**src/rtl/lwe_pkg.sv**
```systemverilog
// Shared LWE package: opcode encodings (also decoded by the operation
// controller), default geometry, derived widths and the decrypt FSM
// state encoding.
package lwe_pkg;

  localparam logic [1:0] OPCODE_ENCRYPT = 2'b00;
  localparam logic [1:0] OPCODE_DECRYPT = 2'b01;
  localparam logic [1:0] OPCODE_ADD     = 2'b10;
  localparam logic [1:0] OPCODE_MULT    = 2'b11;

  // Default geometry: t = 64, q = 1024, n = 10.
  localparam int LWE_PW  = 6;
  localparam int LWE_CW  = 10;
  localparam int LWE_DIM = 10;

  localparam int SCALE_SHIFT = LWE_CW - LWE_PW;
  localparam int IDX_WIDTH   = $clog2(LWE_DIM + 1);

  typedef enum logic [1:0] {
    IDLE  = 2'd0,
    ACCUM = 2'd1,
    DRAIN = 2'd2
  } lwe_state_e;

endpackage

```
**src/rtl/lwe_round_scale.sv**
```systemverilog
// Combinational LWE rescale: d = (b - acc) mod q, then
// result = ((d + 2^(S-1)) >> S) mod t with S = CW - PW.
// Ports:
//   i_b      [CW-1:0]  ciphertext body b
//   i_acc    [CW-1:0]  inner product <a,s> mod q
//   o_result [PW-1:0]  rounded plaintext
module lwe_round_scale #(
  parameter int CW = 10,
  parameter int PW = 6
) (
  input  logic [CW-1:0] i_b,
  input  logic [CW-1:0] i_acc,
  output logic [PW-1:0] o_result
);

  localparam int S = CW - PW;

  logic [CW-1:0] w_diff;
  logic [CW:0]   w_sum;

  // Natural CW-bit wrap gives the mod-q subtraction for free.
  assign w_diff = i_b - i_acc;

  // One extra bit so d near q does not lose the carry before the shift;
  // the carry lands at bit PW of the shifted value and is dropped, which
  // is the final mod t.
  assign w_sum    = {1'b0, w_diff} + ((CW+1)'(1) << (S - 1));
  assign o_result = PW'(w_sum >> S);

endmodule

```
**src/rtl/lwe_decrypt_engine.sv**
```systemverilog
// LWE decrypt datapath. Consumes (a_i, s_i) pairs for words 0..n-1 and b on
// word n, and produces m = round(t*(b - <a,s>)/q) mod t.
// Two-stage pipeline: stage 1 registers a_i*s_i mod q (or b, tagged),
// stage 2 accumulates and, on the b tag, rescales into result.
// Ports:
//   clk, rst             clock, synchronous active-high reset
//   start                pulse: begin new decryption (aborts any in progress)
//   in_valid             ct_word/sk_word valid this cycle
//   ct_word, sk_word     ciphertext word / secret key word
//   busy                 high from the cycle after start until out_valid
//   out_valid            one-cycle pulse: result is new
//   result               plaintext, held until overwritten or reset
//   word_idx             index of the next word to be accepted
module lwe_decrypt_engine
  import lwe_pkg::*;
#(
  parameter int PLAINTEXT_MODULUS  = 64,
  parameter int PLAINTEXT_WIDTH    = LWE_PW,
  parameter int CIPHERTEXT_MODULUS = 1024,
  parameter int CIPHERTEXT_WIDTH   = LWE_CW,
  parameter int DIMENSION          = LWE_DIM,
  localparam int IW = $clog2(DIMENSION + 1)
) (
  input  logic                        clk,
  input  logic                        rst,
  input  logic                        start,
  input  logic                        in_valid,
  input  logic [CIPHERTEXT_WIDTH-1:0] ct_word,
  input  logic [CIPHERTEXT_WIDTH-1:0] sk_word,
  output logic                        busy,
  output logic                        out_valid,
  output logic [PLAINTEXT_WIDTH-1:0]  result,
  output logic [IW-1:0]               word_idx
);

  localparam int CW = CIPHERTEXT_WIDTH;
  localparam int PW = PLAINTEXT_WIDTH;

  // Both moduli must be powers of two matching their widths, and q > t,
  // otherwise the rounded shift is not the correct rescale.
  if (PLAINTEXT_MODULUS != (1 << PW)) begin : g_bad_t
    $error("PLAINTEXT_MODULUS must equal 2**PLAINTEXT_WIDTH");
  end
  if (CIPHERTEXT_MODULUS != (1 << CW)) begin : g_bad_q
    $error("CIPHERTEXT_MODULUS must equal 2**CIPHERTEXT_WIDTH");
  end
  if (CW <= PW) begin : g_bad_qt
    $error("CIPHERTEXT_WIDTH must exceed PLAINTEXT_WIDTH");
  end

  lwe_state_e    r_state, w_state_nxt;
  logic          w_accept;
  logic          w_last;
  logic [CW-1:0] w_prod;
  logic [PW-1:0] w_res;

  logic          r_s1_vld;
  logic          r_s1_is_b;
  logic [CW-1:0] r_s1_data;
  logic [CW-1:0] r_acc;
  logic          r_out_valid;
  logic [PW-1:0] r_result;
  logic [IW-1:0] r_word_idx;

  assign w_last = (r_word_idx == IW'(DIMENSION));
  // Assigning into a CW-bit net keeps only the low CW bits: mod q.
  assign w_prod = ct_word * sk_word;

  // ---------------- FSM ----------------
  always_ff @(posedge clk) begin
    if (rst) r_state <= IDLE;
    else     r_state <= w_state_nxt;
  end

  always_comb begin
    w_state_nxt = r_state;
    w_accept    = 1'b0;
    if (start) begin
      // start wins in every state; a word offered with it is dropped.
      w_state_nxt = ACCUM;
    end else begin
      case (r_state)
        IDLE:  w_state_nxt = IDLE;
        ACCUM: begin
          if (in_valid) begin
            w_accept = 1'b1;
            if (w_last) w_state_nxt = DRAIN;
          end
        end
        DRAIN: begin
          // b is in stage 1; stage 2 consumes it on this edge.
          if (r_s1_vld && r_s1_is_b) w_state_nxt = IDLE;
        end
        default: w_state_nxt = IDLE;
      endcase
    end
  end

  // ---------------- datapath ----------------
  always_ff @(posedge clk) begin
    if (rst) begin
      r_s1_vld    <= 1'b0;
      r_s1_is_b   <= 1'b0;
      r_s1_data   <= '0;
      r_acc       <= '0;
      r_out_valid <= 1'b0;
      r_result    <= '0;
      r_word_idx  <= '0;
    end else if (start) begin
      r_s1_vld    <= 1'b0;
      r_s1_is_b   <= 1'b0;
      r_acc       <= '0;
      r_out_valid <= 1'b0;
      r_word_idx  <= '0;
    end else begin
      // stage 1
      r_s1_vld <= w_accept;
      if (w_accept) begin
        r_word_idx <= r_word_idx + 1'b1;
        r_s1_is_b  <= w_last;
        r_s1_data  <= w_last ? ct_word : w_prod;
      end
      // stage 2
      r_out_valid <= r_s1_vld && r_s1_is_b;
      if (r_s1_vld) begin
        if (r_s1_is_b) r_result <= w_res;
        else           r_acc    <= r_acc + r_s1_data;
      end
    end
  end

  lwe_round_scale #(
    .CW(CW),
    .PW(PW)
  ) u_round_scale (
    .i_b      (r_s1_data),
    .i_acc    (r_acc),
    .o_result (w_res)
  );

  assign busy      = (r_state != IDLE);
  assign out_valid = r_out_valid;
  assign result    = r_result;
  assign word_idx  = r_word_idx;

endmodule
```
**config.mk**
```make
export PLATFORM = sky130hd
export DESIGN_NAME = lwe_decrypt_engine
export DESIGN_NICKNAME = d
export VERILOG_FILES = /design/src/rtl/lwe_pkg.sv /design/src/rtl/lwe_round_scale.sv /design/src/rtl/lwe_decrypt_engine.sv
export SDC_FILE = /design/constraint.sdc
export NUM_CORES = 1
export LEC_CHECK = 0
export CORE_MARGIN = 2
export CORE_UTILIZATION = 64
export CTS_BUF_LIST = sky130_fd_sc_hd__clkbuf_8
export DETAILED_ROUTE_END_ITERATION = 10
export HOLD_SLACK_MARGIN = 0.06
export PLACE_DENSITY = 0.95
export SYNTH_ARGS = -nofsm -noshare
export SYNTH_HDL_FRONTEND = slang
export SYNTH_SLANG_ARGS = --single-unit
```
**constraint.sdc**
```tcl
create_clock -name clk -period 15.7 [get_ports clk]
set_input_delay 4.71 -clock clk [delete_from_list [all_inputs] [get_ports clk]]
set_output_delay 4.71 -clock clk [all_outputs]
set_load 0.02 [all_outputs]
```
# ---- Yosys cells after proc, flatten, opt, wreduce, memory -nomap -nowiden
# Index checks and enable logic that the tools add are counted.
dict set report totals {
  register_bits 35
  inputBits 24
  output_inout_bits 12
  wordCells 42
}
dict set report op_classes {
  add_sub_neg 4
  mul 1
  eq_ne 9
  n_mux 9
  bitwise_logic 2
  reduce_logical 8
}
# op count
set ops {}
lappend ops {{10-bit adder} 1}
lappend ops {{10-bit by 4-bit adder with 10-bit output, second input constant} 1}
lappend ops {{10-bit by 10-bit multiplier with 10-bit output} 1}
lappend ops {{10-bit 2-to-1 mux} 1}
lappend ops {{10-bit subtractor} 1}
lappend ops {{3-bit inequality test, second input constant} 3}
lappend ops {{3-bit AND reduction} 3}
lappend ops {{2-bit 2-to-1 mux} 3}
lappend ops {{2-bit inequality test, second input constant} 3}
lappend ops {{4-bit by 1-bit adder with 4-bit output, second input constant} 1}
lappend ops {{4-bit == test, second input constant} 1}
lappend ops {{1-bit 2-to-1 mux} 4}
lappend ops {{2-bit one-hot mux with 2 select lines} 1}
lappend ops {{2-bit AND reduction} 2}
lappend ops {{2-bit by 1-bit == test with 1-bit output, second input constant} 1}
lappend ops {{2-bit == test, second input constant} 1}
lappend ops {{1-bit NOT} 2}
lappend ops {{2-bit nonzero test} 1}
lappend ops {{2-bit OR reduction} 1}
lappend ops {{1-bit logical AND} 1}

# ---- Depth between registers and ports, before layout
# Gate-level depths: netlist of run 1.
dict set report depth {
  depth_word 5
  depth_mapped 18
  mapped_depth_nobuf 17
}

# ---- Cells and area by module
# From an unflattened synthesis of run 1, not the netlist that was laid out.
dict set report hier_totals {
  cells_unflattened 428
  hier_area_um2 3589.7
}
# module instances cells_each area_each_um2 seq_area_each_um2
set modules_own_cells {}
lappend modules_own_cells {lwe_decrypt_engine 1 374 3171.8 700.7}
lappend modules_own_cells {lwe_round_scale 1 54 417.9 0.0}

# ---- Worst setup path after synthesis of run 1
# OpenSTA, ideal clock, no wires.
dict set report synth_timing {
  kind {input port to flip-flop}
  start {in ct_word[2]}
  end {reg r_s1_data[9]}
  setup_time_ns 0.086
  t_arrival_ns 8.650
  t_required_ns 15.614
  path_slack_ns 6.963
  path_stages 18
  path_buffers 1
  cell_sequence {clkbuf_1 > nand2_1 > fa_1 > inv_1 > ha_1 > ha_1 > inv_1 > fa_1 > inv_1 > fa_1 > ha_1 > o21ai_0 > nor2_1 > or2_1 > or3_1 > a31oi_1 > xnor2_1 > a221oi_2}
}
dict set report synth_between {
  elab_chain_len 2
}
# element line_no
set synth_lines {}
lappend synth_lines {{start, declared} lwe_decrypt_engine.sv:28} ;# input logic [CIPHERTEXT_WIDTH-1:0] ct_word,
lappend synth_lines {{10-bit by 10-bit multiplier with 10-bit output} lwe_decrypt_engine.sv:67} ;# assign w_prod = ct_word * sk_word;
lappend synth_lines {{10-bit 2-to-1 mux} lwe_decrypt_engine.sv:121} ;# r_s1_data <= w_last ? ct_word : w_prod;
lappend synth_lines {{end signal, assigned} lwe_decrypt_engine.sv:121}
lappend synth_lines {{end, declared} lwe_decrypt_engine.sv:59} ;# logic [CW-1:0] r_s1_data;
# Every way passes these cells.
# A chain may end at the register's enable or synchronous reset.

# ---- Worst setup path after layout of run 1
# Ends and elaborated chain as after synthesis.

==> summary.md, run 1 <==
The final max-slew violation count is 0, and the number of I/O pins is 36. Setup slack closes at 6.50 ns. Global routing used 28.2% of the available tracks across all layers. For the total inserted antenna cells, the log shows 0. For this run, the top clock speed supported by timing is 109 MHz. For this run, design rule violations remaining after detail routing come to 0. The clock arrives with 0.00634 ns of skew.

The critical path arrival came out at 9.40 ns. The Yosys step of the flow raised 0 warnings. Async set-reset flop share out of synthesis: 0%. STA classifies the critical path startpoint as a primary input. Setup total negative slack on the finished layout was measured at 0 ns. The delay of the slowest critical-path stage is 0.68 ns, and the HPWL after detailed placement is 6110 um.

The run gives 547 as the number of nets at the end of the flow. Sorting the synthesized cells by area gives the leading types as sky130_fd_sc_hd__dfxtp_1 (20%), sky130_fd_sc_hd__ha_1 (18%), sky130_fd_sc_hd__fa_1 (13%). TritonCTS built the clock tree.

The first-pass GRT wire length is 13700 um. The routed design could run at a clock period as short as 9.20 ns. The kind of cell adding the most delay to the critical path is adder cells. The critical path data required time was 15.90 ns; the ratio of final minimum period to clock period was 58.6%. STA classifies the critical path endpoint as a register. Yosys mapped a number of flops with a built-in enable equal to 0. The number of antenna violations at the first check in global routing was 0. The worst ir drop on vdd came out at 70.8 uV. The number of hold violations in the final report is 0.

No sink is reached through more buffers than the 2 on the longest clock path. For this run, the number of standard cells in the final layout without fillers is 520. In this run the core area contains 26 standard-cell rows. Setup repair after global routing left no endpoint under its margin. The H-tree was split into 2 levels.

In this run, the number of DRC markers left after iteration 0 of detailed routing was 163. The count of nets left with antenna violations after detail routing is 0. The cell area that synthesis handed to floorplanning was 0.00349 mm^2. The core area was 0.00517 mm^2; the post-CTS setup buffer count was 0. After detailed routing, the number of vias per cell comes to 5.71. The number of buffers added to fix hold violations after cts came out at 0. The synthesized design devotes to its leading area cell type 20.1% of total area. The combined buffer and inverter count along the critical path is 4. For the leakage power, the log shows 0.00175 uW. At the placement stage, the worst setup path has a slack of 6.27 ns. The logs give 67.4% for the initial core utilization and 35 for the clock sink total.

The tools report the max-capacitance violation count as 0. The library cells used most frequently in the layout, excluding fill and tap cells, are sky130_fd_sc_hd__nand2_1 (64), sky130_fd_sc_hd__ha_1 (51), sky130_fd_sc_hd__inv_1 (44). The cell sitting at the root of the clock tree is a sky130_fd_sc_hd__clkbuf_8. The run finished with clean final reports. The routed layout has 2970 vias. The slowest stage of the critical path belongs to the cell sky130_fd_sc_hd__clkdlybuf4s50_1. The tightest hold path in the finished design has a slack of 0.452 ns. In this run the power density over the cells is 84.4 mW/mm^2.

Entering global routing, the biggest net connects 22 pins. The synthesized netlist contains 40 unique library cells. The slew at the pin closest to its max-slew limit works out to 1.08 ns. The clock latency of the later-clocked register in the worst-skew pair came out at 0.30 ns. Via count of the first global-routing pass: 3095. The tools report the final total power as 335 uW.

Number of storage elements in the synthesis netlist: 35. The number of nets in the synthesized netlist is 519. At the end of routability-driven placement, the weighted congestion stood at 0.893.

The average cell area after synthesis is 8.28 um^2, and the number of buffers created by CTS is 5. Final setup violation count: 0. The vertical extent of the die came out at 77.8 um. In this run the worst hold path is classified as register to register.

The synthesized design spends more area on one cell type than any other, namely sky130_fd_sc_hd__dfxtp_1. After clock tree synthesis, the repair step resized 0 gates. For the overall die area, the log shows 0.00606 mm^2.

Sequential cells were found to cover 20.1% of the synthesized design area. The worst setup path is of the primary input to register kind. After clock tree synthesis, the clock-pin slew on the worst setup and hold paths is 0.07 ns. The number of placed cells counting well taps is 512, and the quantity of I/O buffers inserted on ports is 35.

Compared with the post-synthesis result, the final layout area differs by 13.9%. In the final routed layout, each cell accounts on average for 14.9 um. Minimum setup slack among reg-to-reg paths: 13.13 ns. The first detailed-routing pass took 5 iterations.

Traced cell by cell, the critical path runs through clkdlybuf4s50_1 -> nand2_1 -> fa_1 -> inv_1 -> ha_1 -> ha_1 -> inv_1 -> fa_1 -> inv_1 -> fa_1 -> ha_1 -> o21ai_0 -> nor2_1 -> or2_1 -> or3_1 -> a31oi_1 -> xnor2_1 -> a221oi_2. Synthesis produced a netlist whose cell count is 421. For the count of filler cells inserted in the layout, the log shows 330. Leaving out fill and tap cells, the most frequent cell in the layout is sky130_fd_sc_hd__nand2_1. Headroom to the max-slew limit came out at 27.4%. X dimension of the die: 77.8 um. The most used flip-flop cell after synthesis is sky130_fd_sc_hd__dfxtp_1. The total routed wirelength was 7730 um; the fraction of layout cells with a size suffix above 1 was 3.56%. In this run the worst path has a maximum fanout of 9.

For this run the aggregate overflow at the end of global routing stands at 0.
## cell families (layout without fill, tap and decap cells)
| group | count (synthesis) | in the layout | synth area share (%) |
|---|---|---|---|
| simple gates | 145 | 145 | 19.1 |
| buf+inv | 58 | 87 | 6.42 |
| xor+xnor | 36 | 36 | 9.04 |
| flops | 35 | 35 | 20.1 |
| compound gates | 71 | 71 | 13.3 |
| fa+ha+maj | 74 | 74 | 31.5 |
| mux | 2 | 2 | 0.574 |
## worst min-delay path: stages (launching register included)
cell,delay [ns]
sky130_fd_sc_hd__dfxtp_1,0.31
sky130_fd_sc_hd__nand2_1,0.05
sky130_fd_sc_hd__a21oi_1,0.05
## metal layers
layer	vias to the layer above	share of wire, %	GRT usage [%]
met5	-	0	0
met4	0	1.6	6.96
met3	14	3.6	5.81
met2	58	51	50.3
met1	1453	43	34.4
li1	1445	-	-
## power breakdown
part	switching [uW]	internal (uW)
combinational	88.3	80.4
clock	33.8	39.4
sequential	2.37	90.9
## sequential cells by signal, indices dropped and copies added, names as in the netlist
name / flops
r_state: 2
out_valid: 1
r_s1_is_b: 1
r_s1_data: 10
r_s1_vld: 1
result: 6
r_acc: 10
word_idx: 4
## synth_stat cells (2+ instances only)
| cell type | number |
|---|---|
| sky130_fd_sc_hd__o211ai_1 | 2 |
| sky130_fd_sc_hd__nand3_1 | 3 |
| sky130_fd_sc_hd__a21oi_1 | 27 |
| sky130_fd_sc_hd__mux2i_1 | 2 |
| sky130_fd_sc_hd__clkbuf_1 | 9 |
| sky130_fd_sc_hd__a211oi_1 | 8 |
| sky130_fd_sc_hd__ha_1 | 51 |
| sky130_fd_sc_hd__nand2_1 | 64 |
| sky130_fd_sc_hd__and2_1 | 18 |
| sky130_fd_sc_hd__fa_1 | 23 |
| sky130_fd_sc_hd__dfxtp_1 | 35 |
| sky130_fd_sc_hd__xor2_1 | 6 |
| sky130_fd_sc_hd__nor4_1 | 2 |
| sky130_fd_sc_hd__nor3_1 | 4 |
| sky130_fd_sc_hd__buf_2 | 5 |
| sky130_fd_sc_hd__or2_2 | 5 |
| sky130_fd_sc_hd__a21o_1 | 5 |
| sky130_fd_sc_hd__nor2b_1 | 2 |
| sky130_fd_sc_hd__or3_1 | 6 |
| sky130_fd_sc_hd__o21bai_1 | 5 |
| sky130_fd_sc_hd__xnor2_1 | 30 |
| sky130_fd_sc_hd__inv_1 | 43 |
| sky130_fd_sc_hd__a311oi_1 | 6 |
| sky130_fd_sc_hd__nor2_1 | 31 |
| sky130_fd_sc_hd__o21ai_0 | 10 |
| sky130_fd_sc_hd__nand2b_1 | 5 |
## layout make-up
type	instances	area, um^2	area share [%]
clock buffers	7	96.3	2.43
repair buffers	36	358	9.01
clock inverters	1	3.75	0.0945
well taps	70	87.6	2.21
inverters	43	161	4.07
flip-flops and latches	35	701	17.6
multi-input cells	328	2560	64.5
## worst paths after layout
path              startpoint      endpoint  cells after the start
setup / recovery  ct_word[2]  r_s1_data[9]                     18
hold / removal     result[0]     result[0]                      2
setup reg to reg    r_acc[2]     result[5]                     10
hold reg to reg    result[0]     result[0]                      2
## metrics by stage
stage / util, % / instance area, um^2
after global placement: 74.8 / 3870
final: 76.8 / 3970
after floorplan: - / 3490
after detailed placement: 74.8 / 3870
after CTS: 76.8 / 3970
after global routing: 76.8 / 3970
No activity file was read; power rests on OpenSTA's default activity.
==> inputs of run 2 (changes only) <==
- CORE_UTILIZATION: 64 -> 54
- PLACE_DENSITY: 0.95 -> 0.91
- clock period: 15.7 -> 8.2 ns (I/O delays scaled with it)
==> summary.md, run 2 (synthesis gave the netlist of run 1 again) <==
TritonCTS built the clock tree. The logs give 0 (unchanged) for the final max-slew violation count and 4 (was 5) for the first-pass detailed-route iteration total. The cell at the root of the clock tree is sky130_fd_sc_hd__clkbuf_8 (unchanged).

For the leakage power, the log shows 0.00175 uW (about the same). Count of filler cells inserted in the layout: 523 (was 330). The final sum of negative setup slack is 0 ns (unchanged), and the number of DRC violations after detailed-routing iteration 0 is 125 (was 163). The tools report the via count of the first global-routing pass as 3127 (was 3095). The number of antenna violations at the first check in global routing was 0 (unchanged); the vertical extent of the die was 84.4 um (was 77.8 um). The tools report the residual DRC count as 0 (unchanged). The number of placed cells counting well taps was 518 (was 512); the remaining max-slew budget at the tightest pin was 17.8% (was 27.4%). The logs give 6330 um (was 6110 um) for the HPWL after detailed placement and 0.29 ns (was 0.30 ns) for the clock latency of the later-clocked register in the worst-skew pair. The area used by multi-input combinational logic was 0.00256 mm^2 (unchanged). The worst slack at placement came out at 1.00 ns (was 6.27 ns). The logs give 0 (unchanged) for the overall overflow remaining after global route and 0 (unchanged) for the number of buffers added to fix hold violations after cts.

The overall die area was 0.00712 mm^2 (was 0.00606 mm^2). The logs give 13400 um (was 13700 um) for the first-pass GRT wire length and 1.28 ns (was 6.50 ns) for the smallest setup slack after layout. The worst ir drop on vdd was 147 uV (was 70.8 uV). The via total after detailed routing is 2973 (was 2970). The detailed-route vias per instance is 5.65 (was 5.71), and the fraction of layout cells with a size suffix above 1 is 3.56% (about the same). The area of all sequential standard cells is 701 um^2 (unchanged), and the time the final worst path needs with I/O delays and setup is 6.92 ns. The utilization of the core after routing is 63.5% (was 76.8%), and the number of I/O pins is 36 (unchanged). The maximum number of pins on one net before global-route repair came out at 22 (unchanged). The overall track demand over capacity in global routing was 23.2% (was 28.2%); the critical path arrival was 7.11 ns (was 9.40 ns).

The average routed wire per standard cell is 15.0 um (was 14.9 um). Type of the tightest min-delay check: register to register (unchanged). The tools report the initial core utilization as 55.2% (was 67.4%). The x dimension of the die is 84.4 um (was 77.8 um). The power density relative to cell area was 174 mW/mm^2 (was 84.4 mW/mm^2); the number of buffers created by CTS was 5 (unchanged).

The number of nets at the end of the flow came out at 546 (was 547). The run gives 0.926 (was 0.893) as the last weighted congestion value of the routability-driven placer. The logs give 0 (unchanged) for the post-cts repair resize count and 0.00811 ns (was 0.00634 ns) for the final setup skew. The run gives 8.40 ns (was 15.90 ns) as the critical path data required time.

The flow ran to the end, and the final reports show no timing, DRC or antenna violations. The tools report the CTS H-tree depth as 2 (unchanged). The highest fanout seen on the critical path is 9 (unchanged), and the buffer depth of the longest clock path is 2 (unchanged).

Post-CTS setup buffer count: 0 (unchanged). The category of the most critical setup path was primary input to register (unchanged). The leading cell type in the layout, fill and taps excluded was sky130_fd_sc_hd__nand2_1 (unchanged). The slew at the pin closest to its max-slew limit was 1.23 ns (was 1.08 ns); the final setup violation count was 0 (unchanged). The clock sink total was 35 (unchanged). Setup repair after global routing left no endpoint under its margin. Count of nets left with antenna violations after detail routing: 0 (unchanged). Kind of start point of the critical path: a primary input (unchanged). Highest-count cells in the layout ignoring fill and taps: sky130_fd_sc_hd__nand2_1 (64), sky130_fd_sc_hd__ha_1 (51), sky130_fd_sc_hd__inv_1 (43) (was sky130_fd_sc_hd__nand2_1 (64), sky130_fd_sc_hd__ha_1 (51), sky130_fd_sc_hd__inv_1 (44)). The number of hold violations in the final report was 0 (unchanged).

The run gives 0.00631 mm^2 (was 0.00517 mm^2) as the core area. The count of non-filler cells in the finished layout was 526 (was 520). Critical path capture point type: a register (unchanged).

The max-capacitance violation count came out at 0 (unchanged). The area growth from synthesis to final layout is 14.9% (was 13.9%), and the quantity of I/O buffers inserted on ports is 35 (unchanged). The maximum achievable frequency is 145 MHz, and the clock input transition at the sequential cells of the worst setup and hold paths is 0.07 ns (about the same). The total routed wirelength was 7900 um (was 7730 um); the total number of placement rows was 29 (was 26). The final critical path takes up 84.4% of the cycle.

The run gives 0 (unchanged) as the total inserted antenna cells.
==> run 2: cell count changes in the layout (fill, tap and decap cells not counted), sizes merged <==
cell,before,now
inv,44,43
clkinvlp,0,1
bufinv,0,2
buf,1,0
clkbuf,7,5
==> run 2: metal layers <==
| metal | track usage [%] | share of wire (%) | up-vias |
|---|---|---|---|
| li1 | - | - | 1443 |
| met1 | 23.7 | 38 | 1437 |
| met2 | 45.3 | 55 | 71 |
| met3 | 4.52 | 3.1 | 22 |
| met4 | 10.2 | 3.4 | 0 |
| met5 | 0 | 0 | - |
==> run 2: cell type report <==
cell class | count | share of cell area (%)
Timing Repair Buffer | 35 | 8.74
Clock inverter | 3 | 1.69
Clock buffer | 5 | 1.72
Inverter | 43 | 4.03
Tap cell | 77 | 2.40
Sequential cell | 35 | 17.5
Multi-Input combinational cell | 328 | 63.9
==> run 2: worst paths after layout <==
kind,startpoint,to,slack (ns),depth (start not counted)
worst max-delay path,ct_word[2],r_s1_data[9],1.28,18
worst min register to register,result[1],result[1],0.45,2
worst min-delay path,result[1],result[1],0.45,2
worst max register to register,r_acc[2],result[5],5.69,10
==> run 2: power breakdown <==
part	switching [uW]	total, uW	internal (uW)
Clock	65.2	187	121
Combinational	174	331	157
Sequential	4.33	178	174
==> run 2: through the flow <==
step / hold WS, ns / instance area [um^2] / power, uW
CTS: 0.453 / 4010 / 699
global placement: 0.439 / 3870 / 485
floorplan: 0.449 / 3490 / 436
finish: 0.452 / 4010 / 696
detailed placement: 0.443 / 3870 / 512
global route: 0.466 / 4010 / 749
==> run 2: critical path: stages <==
cell                              delay [ns]
sky130_fd_sc_hd__clkdlybuf4s50_1        0.65
sky130_fd_sc_hd__nand2_1                0.14
sky130_fd_sc_hd__fa_1                   0.56
sky130_fd_sc_hd__inv_1                  0.05
sky130_fd_sc_hd__ha_1                   0.30
sky130_fd_sc_hd__ha_1                   0.30
sky130_fd_sc_hd__inv_1                  0.06
sky130_fd_sc_hd__fa_1                   0.53
sky130_fd_sc_hd__inv_1                  0.05
sky130_fd_sc_hd__fa_1                   0.47
sky130_fd_sc_hd__ha_1                   0.33
sky130_fd_sc_hd__o21ai_0                0.09
sky130_fd_sc_hd__nor2_1                 0.07
sky130_fd_sc_hd__or2_1                  0.22
sky130_fd_sc_hd__or3_1                  0.31
sky130_fd_sc_hd__a31oi_1                0.21
sky130_fd_sc_hd__xnor2_1                0.10
sky130_fd_sc_hd__a221oi_2               0.20
==> RTL edit 1, RTL diff (settings of run 2) <==
Change the package constant `LWE_DIM` from 10 to 12.
--- a/src/rtl/lwe_pkg.sv
+++ b/src/rtl/lwe_pkg.sv
@@ -13,3 +13,3 @@
   localparam int LWE_CW  = 10;
-  localparam int LWE_DIM = 10;
+  localparam int LWE_DIM = 12;
 
Check against the original RTL: same outputs for any inputs over 10 cycles, from zero or initial values and one cycle with rst high; that may be too few to reach the edited logic, so the function may still have changed.
==> RTL edit 1 against run 2 <==
  * Non-clock buffer count unchanged
  * Sequential cell count unchanged
  * Total power down 10%
  * Highest routed layer unchanged
  * First-iteration DRC count up 14%
  * Critical path type unchanged
  * Combinational power down 4%
  * Setup slack better by 180 ps
  * Critical path depth down 3
  * Wire length down 5.7%
  * Synthesized area about the same
  * Count of clock-buffer cells in the layout unchanged
  * Design area down 1.1%
==> RTL edit 1: results (changes against run 2) <==
metric	value	unit	change
dr.pass1.iters	4		unchanged
fin_cells	527		was 526
dp_hpwl	6.054	mm	was 6.331 mm
dpl-instance-area	3874	um2	was 3871 um2
dr.first_iter.drc_count	143		was 125
synthTopCellsByArea	dfxtp_1 20%, ha_1 18%, fa_1 13%		unchanged
finalWeightedCongestion	0.8879		was 0.9257
grt_max_degree	22		unchanged
p_per_area	158.1	nW/um2	was 173.7 nW/um2
clk_latency	300	ps	
cp-startpoint	ct_word[1]		was ct_word[2]
clk_path_buf_depth	2		unchanged
crit_family	adder cells		unchanged
setup_viol	0		unchanged
skew	6.816	ps	was 8.112 ps
synth.distinct_cells	39		was 40
post_cts_buffers	0		unchanged
cts-root-buf	clkbuf_8		unchanged
io_buffers	35		unchanged
htreeDepth	2		unchanged
min_path_type	register to register		unchanged
nets	547		was 546
layout-drive-gt1-share	3.556	%	was 3.563%
post_cts_resized	0		unchanged
grt_usage	22.51	%	was 23.23%
clk_pin_slew	80	ps	
power_leakage	1.733	nW	was 1.752 nW
grt_pass1_wl	13.08	mm	was 13.45 mm
synthArstFlopShare	0	%	unchanged
hold_path.startpoint	result[3]		was result[1]
status	finished, final reports clean		unchanged
yosysMostFrequentCell	nand2_1		unchanged
relSlewSlack	20.77	%	was 17.78%
avgViaCountPerCell	5.603		was 5.652
ys_warn_count	0		unchanged
synth-main-ff-cell	dfxtp_1		unchanged
critPathMaxStageDelay	680	ps	was 650 ps
syn_inst	421		unchanged
fillers	520		was 523
yosys-top-cells-count	61 x nand2_1, 51 x ha_1, 45 x inv_1, 35 x dfxtp_1, 33 x nor2_1		was 64 x nand2_1, 51 x ha_1, 43 x inv_1, 35 x dfxtp_1, 31 x nor2_1
worstPathMaxFanout	10		was 9
dp_slack	1131	ps	was 1001 ps
irDropWorstVdd	130.9	uV	was 147.5 uV
grt_pass1_vias	3134		was 3127
worstPathArrival	6950	ps	was 7110 ps
dp.cells	519		was 518
synth-seq-area-share	20.08	%	was 20.09%
drt-total-wl	7.449	mm	was 7.896 mm
r2r_start	r_acc[2]		unchanged
cp_slowest_cell	clkdlybuf4s50_1		unchanged
diodes	0		unchanged
cts_buffers	5		unchanged
grt_antenna_before_repair	0		unchanged
[RTL edit 1: cell types whose count changed after synthesis, moves of 2 or more]
cell	run 2	this run
and2_2	0	2
nand2_1	64	61
and2_1	18	16
nor2_1	31	33
inv_1	43	45
[RTL edit 1: layout make-up]
| cell class | count | area share [%] |
|---|---|---|
| Tap cell | 77 | 2.431 |
| Multi-Input combinational cell | 327 | 64.54 |
| Sequential cell | 35 | 17.68 |
| Clock inverter | 3 | 0.5052 |
| Timing Repair Buffer | 35 | 8.841 |
| Clock buffer | 5 | 1.737 |
| Inverter | 45 | 4.263 |
[RTL edit 1: worst paths after layout]
check	endpoint	slack (ps)	cells past startpoint
hold / removal	result[3]	460	2
setup / recovery	r_s1_data[9]	1460	15
setup reg to reg	result[5]	5730	10
hold reg to reg	result[3]	460	2
[RTL edit 1: worst reg2reg max path: cells and delay by family (launching register included)]
family	cells	cell delay (ps)
compound gates	5	1050
fa+ha+maj	2	630
flops	1	370
simple gates	1	170
xor+xnor	1	90
buf+inv	1	60
[RTL edit 1: where the power goes]
part | switching [mW] | internal (mW) | total [mW]
clock network | 0.0693 | 0.0591 | 0.128
logic | 0.165 | 0.154 | 0.319
registers | 0.00465 | 0.174 | 0.179
total | 0.239 | 0.387 | 0.627
[RTL edit 1: logic make-up after synthesis]
| family | after synthesis | synth area share (%) |
|---|---|---|
| adders and majority gates | 74 | 31.48 |
| muxes | 2 | 0.5737 |
| xor gates and xnor gates | 36 | 9.035 |
| DFF | 35 | 20.08 |
| buffers and inverters | 59 | 6.633 |
| and+or+nand+nor | 142 | 18.61 |
| AOI/OAI and AO/OA | 73 | 13.59 |
[RTL edit 1: routing by layer]
layer  track usage, %  wire [um]  part of all wire, %
met1            23.55       2997                   40
met2            42.93       3952                   53
met3            3.540        260                  3.5
met4            11.69        238                  3.2
met5                0          0                    0
==> RTL edit 2, RTL diff (settings of run 2) <==
Without the edit above. Encoding of `lwe_state_e`: now one-hot (3 bits for 3 states).
--- a/src/rtl/lwe_pkg.sv
+++ b/src/rtl/lwe_pkg.sv
@@ -18,6 +18,6 @@
 
-  typedef enum logic [1:0] {
-    IDLE  = 2'd0,
-    ACCUM = 2'd1,
-    DRAIN = 2'd2
+  typedef enum logic [2:0] {
+    IDLE  = 3'b001,
+    ACCUM = 3'b010,
+    DRAIN = 3'b100
   } lwe_state_e;
Check against the original RTL: same outputs for any inputs over 10 cycles, from zero or initial values and one cycle with rst high; not proved beyond that.
==> RTL edit 2 against run 2 <==
  * Via count rose by 7.3%
  * Sequential power barely moved
  * Synthesized area rose by 4.5%
  * Die area rose by 4.3%
  * Clock skew fell by 1.4 ps
  * Wire length rose by 2.3%
  * Worst hold slack improved by 2.2 ps
  * Setup slack improved by 110 ps
  * Count of clock-buffer cells in the layout did not move
  * Clock power fell by 17%
  * Design area rose by 3.1%
  * Total power fell by 11%
  * Sequential cell count rose by 1
  * Non-clock buffer count rose by 1
==> RTL edit 2: results (changes against run 2) <==
metric	value	unit	change
r2r_cells	9		was 10
grt_pass1_wl	14.04	mm	was 13.45 mm
synthTopCellsByArea	dfxtp_1 20%, ha_1 18%, fa_1 13%		unchanged
skew	6.705	ps	was 8.112 ps
nets	563		was 546
tightest_slew	1110	ps	was 1231 ps
finalWeightedCongestion	0.8613		was 0.9257
grt_usage	23.36	%	was 23.23%
irDropWorstVdd	147.0	uV	was 147.5 uV
power_leakage	1.827	nW	was 1.752 nW
clk_path_buf_depth	2		unchanged
fillers	509		was 523
grt_max_degree	25		was 22
avgViaCountPerCell	5.875		was 5.652
dr.first_iter.drc_count	147		was 125
post-route-period-util	83.07	%	was 84.38%
synth-seq-area-share	19.77	%	was 20.09%
grt_pass1_vias	3242		was 3127
worstPathMaxFanout	10		was 9
drt-total-wl	8.079	mm	was 7.896 mm
dp_hpwl	6.258	mm	was 6.331 mm
yosys-top-cells-count	61 x nand2_1, 51 x ha_1, 50 x inv_1, 36 x dfxtp_1, 29 x nor2_1		was 64 x nand2_1, 51 x ha_1, 43 x inv_1, 35 x dfxtp_1, 31 x nor2_1
status	finished, final reports clean		unchanged
syn-num-nets	537		was 519
r2r_setup_slack	5550	ps	was 5690 ps
synth.distinct_cells	51		was 40
dp_slack	1065	ps	was 1001 ps
worstPathArrival	6990	ps	was 7110 ps
layout-drive-gt1-share	3.648	%	was 3.563%
==> RTL edit 2: cell count changes after synthesis, sizes merged, moves of 3 or more <==
cell / before / now
inv: 43 / 50
nand3b: 1 / 4
nor4: 2 / 6
or4: 0 / 3
a21oi: 27 / 21
xnor2: 30 / 20
or2: 6 / 3
a211oi: 9 / 6
==> RTL edit 2: metrics by stage <==
stage,instances,instance area [um2],util (%),hold slack (ps)
2_1_floorplan,439,3645,-,449.3
3_3_place_gp,535,4024,62.65,444.7
3_5_place_dp,535,4024,62.65,449.0
4_1_cts,543,4131,64.33,459.0
5_1_grt,543,4131,64.33,484.2
6_report,543,4131,64.33,454.2
==> RTL edit 2: cells by family after synthesis <==
kind of cell             synth area share (%)
AO/OA/AOI/OAI                           13.63
XOR/XNOR                                7.484
adder cells (fa/ha/maj)                 30.14
buffers and inverters                   7.209
flip-flops                              19.77
multiplexers                           0.5493
AND/OR/NAND/NOR                         21.22
==> RTL edit 2: per-layer routing <==
layer,vias up,global-route usage (%),share of wire (%)
li1,1520,-,-
met1,1541,28.07,43
met2,104,40.87,50
met3,25,4.042,4.8
met4,0,9.957,2.7
met5,-,0,0
==> RTL edit 2: cell type report <==
cell class,count,area share (%)
Clock buffer,5,1.666
Clock inverter,3,0.9388
Inverter,50,4.543
Multi-Input combinational cell,336,64.42
Sequential cell,36,17.44
Tap cell,77,2.332
Timing Repair Buffer,36,8.661
==> RTL edit 2: critical path: stages <==
cell             delay, ps
clkdlybuf4s50_1        710
nand2_1                150
fa_1                   470
fa_1                   540
inv_1                   50
fa_1                   470
fa_1                   520
fa_1                   440
xnor2_1                180
xnor2_1                160
xnor2_1                140
xnor3_1                430
xnor2_1                180
o22ai_1                100
==> RTL edit 2: power by group <==
group | leakage, nW | internal (mW) | total (mW) | switching, mW
Combinational | 1.48 | 0.139 | 0.282 | 0.143
Clock | 0.0593 | 0.0891 | 0.156 | 0.0674
Sequential | 0.291 | 0.176 | 0.178 | 0.00202
Total | 1.83 | 0.404 | 0.617 | 0.213
==> RTL edit 2: worst paths after layout <==
path	from	end
worst max-delay path	ct_word[1]	r_s1_data[9]
worst min-delay path	result[1]	result[1]
worst max register to register	r_acc[2]	result[2]
worst min register to register	result[1]	result[1]
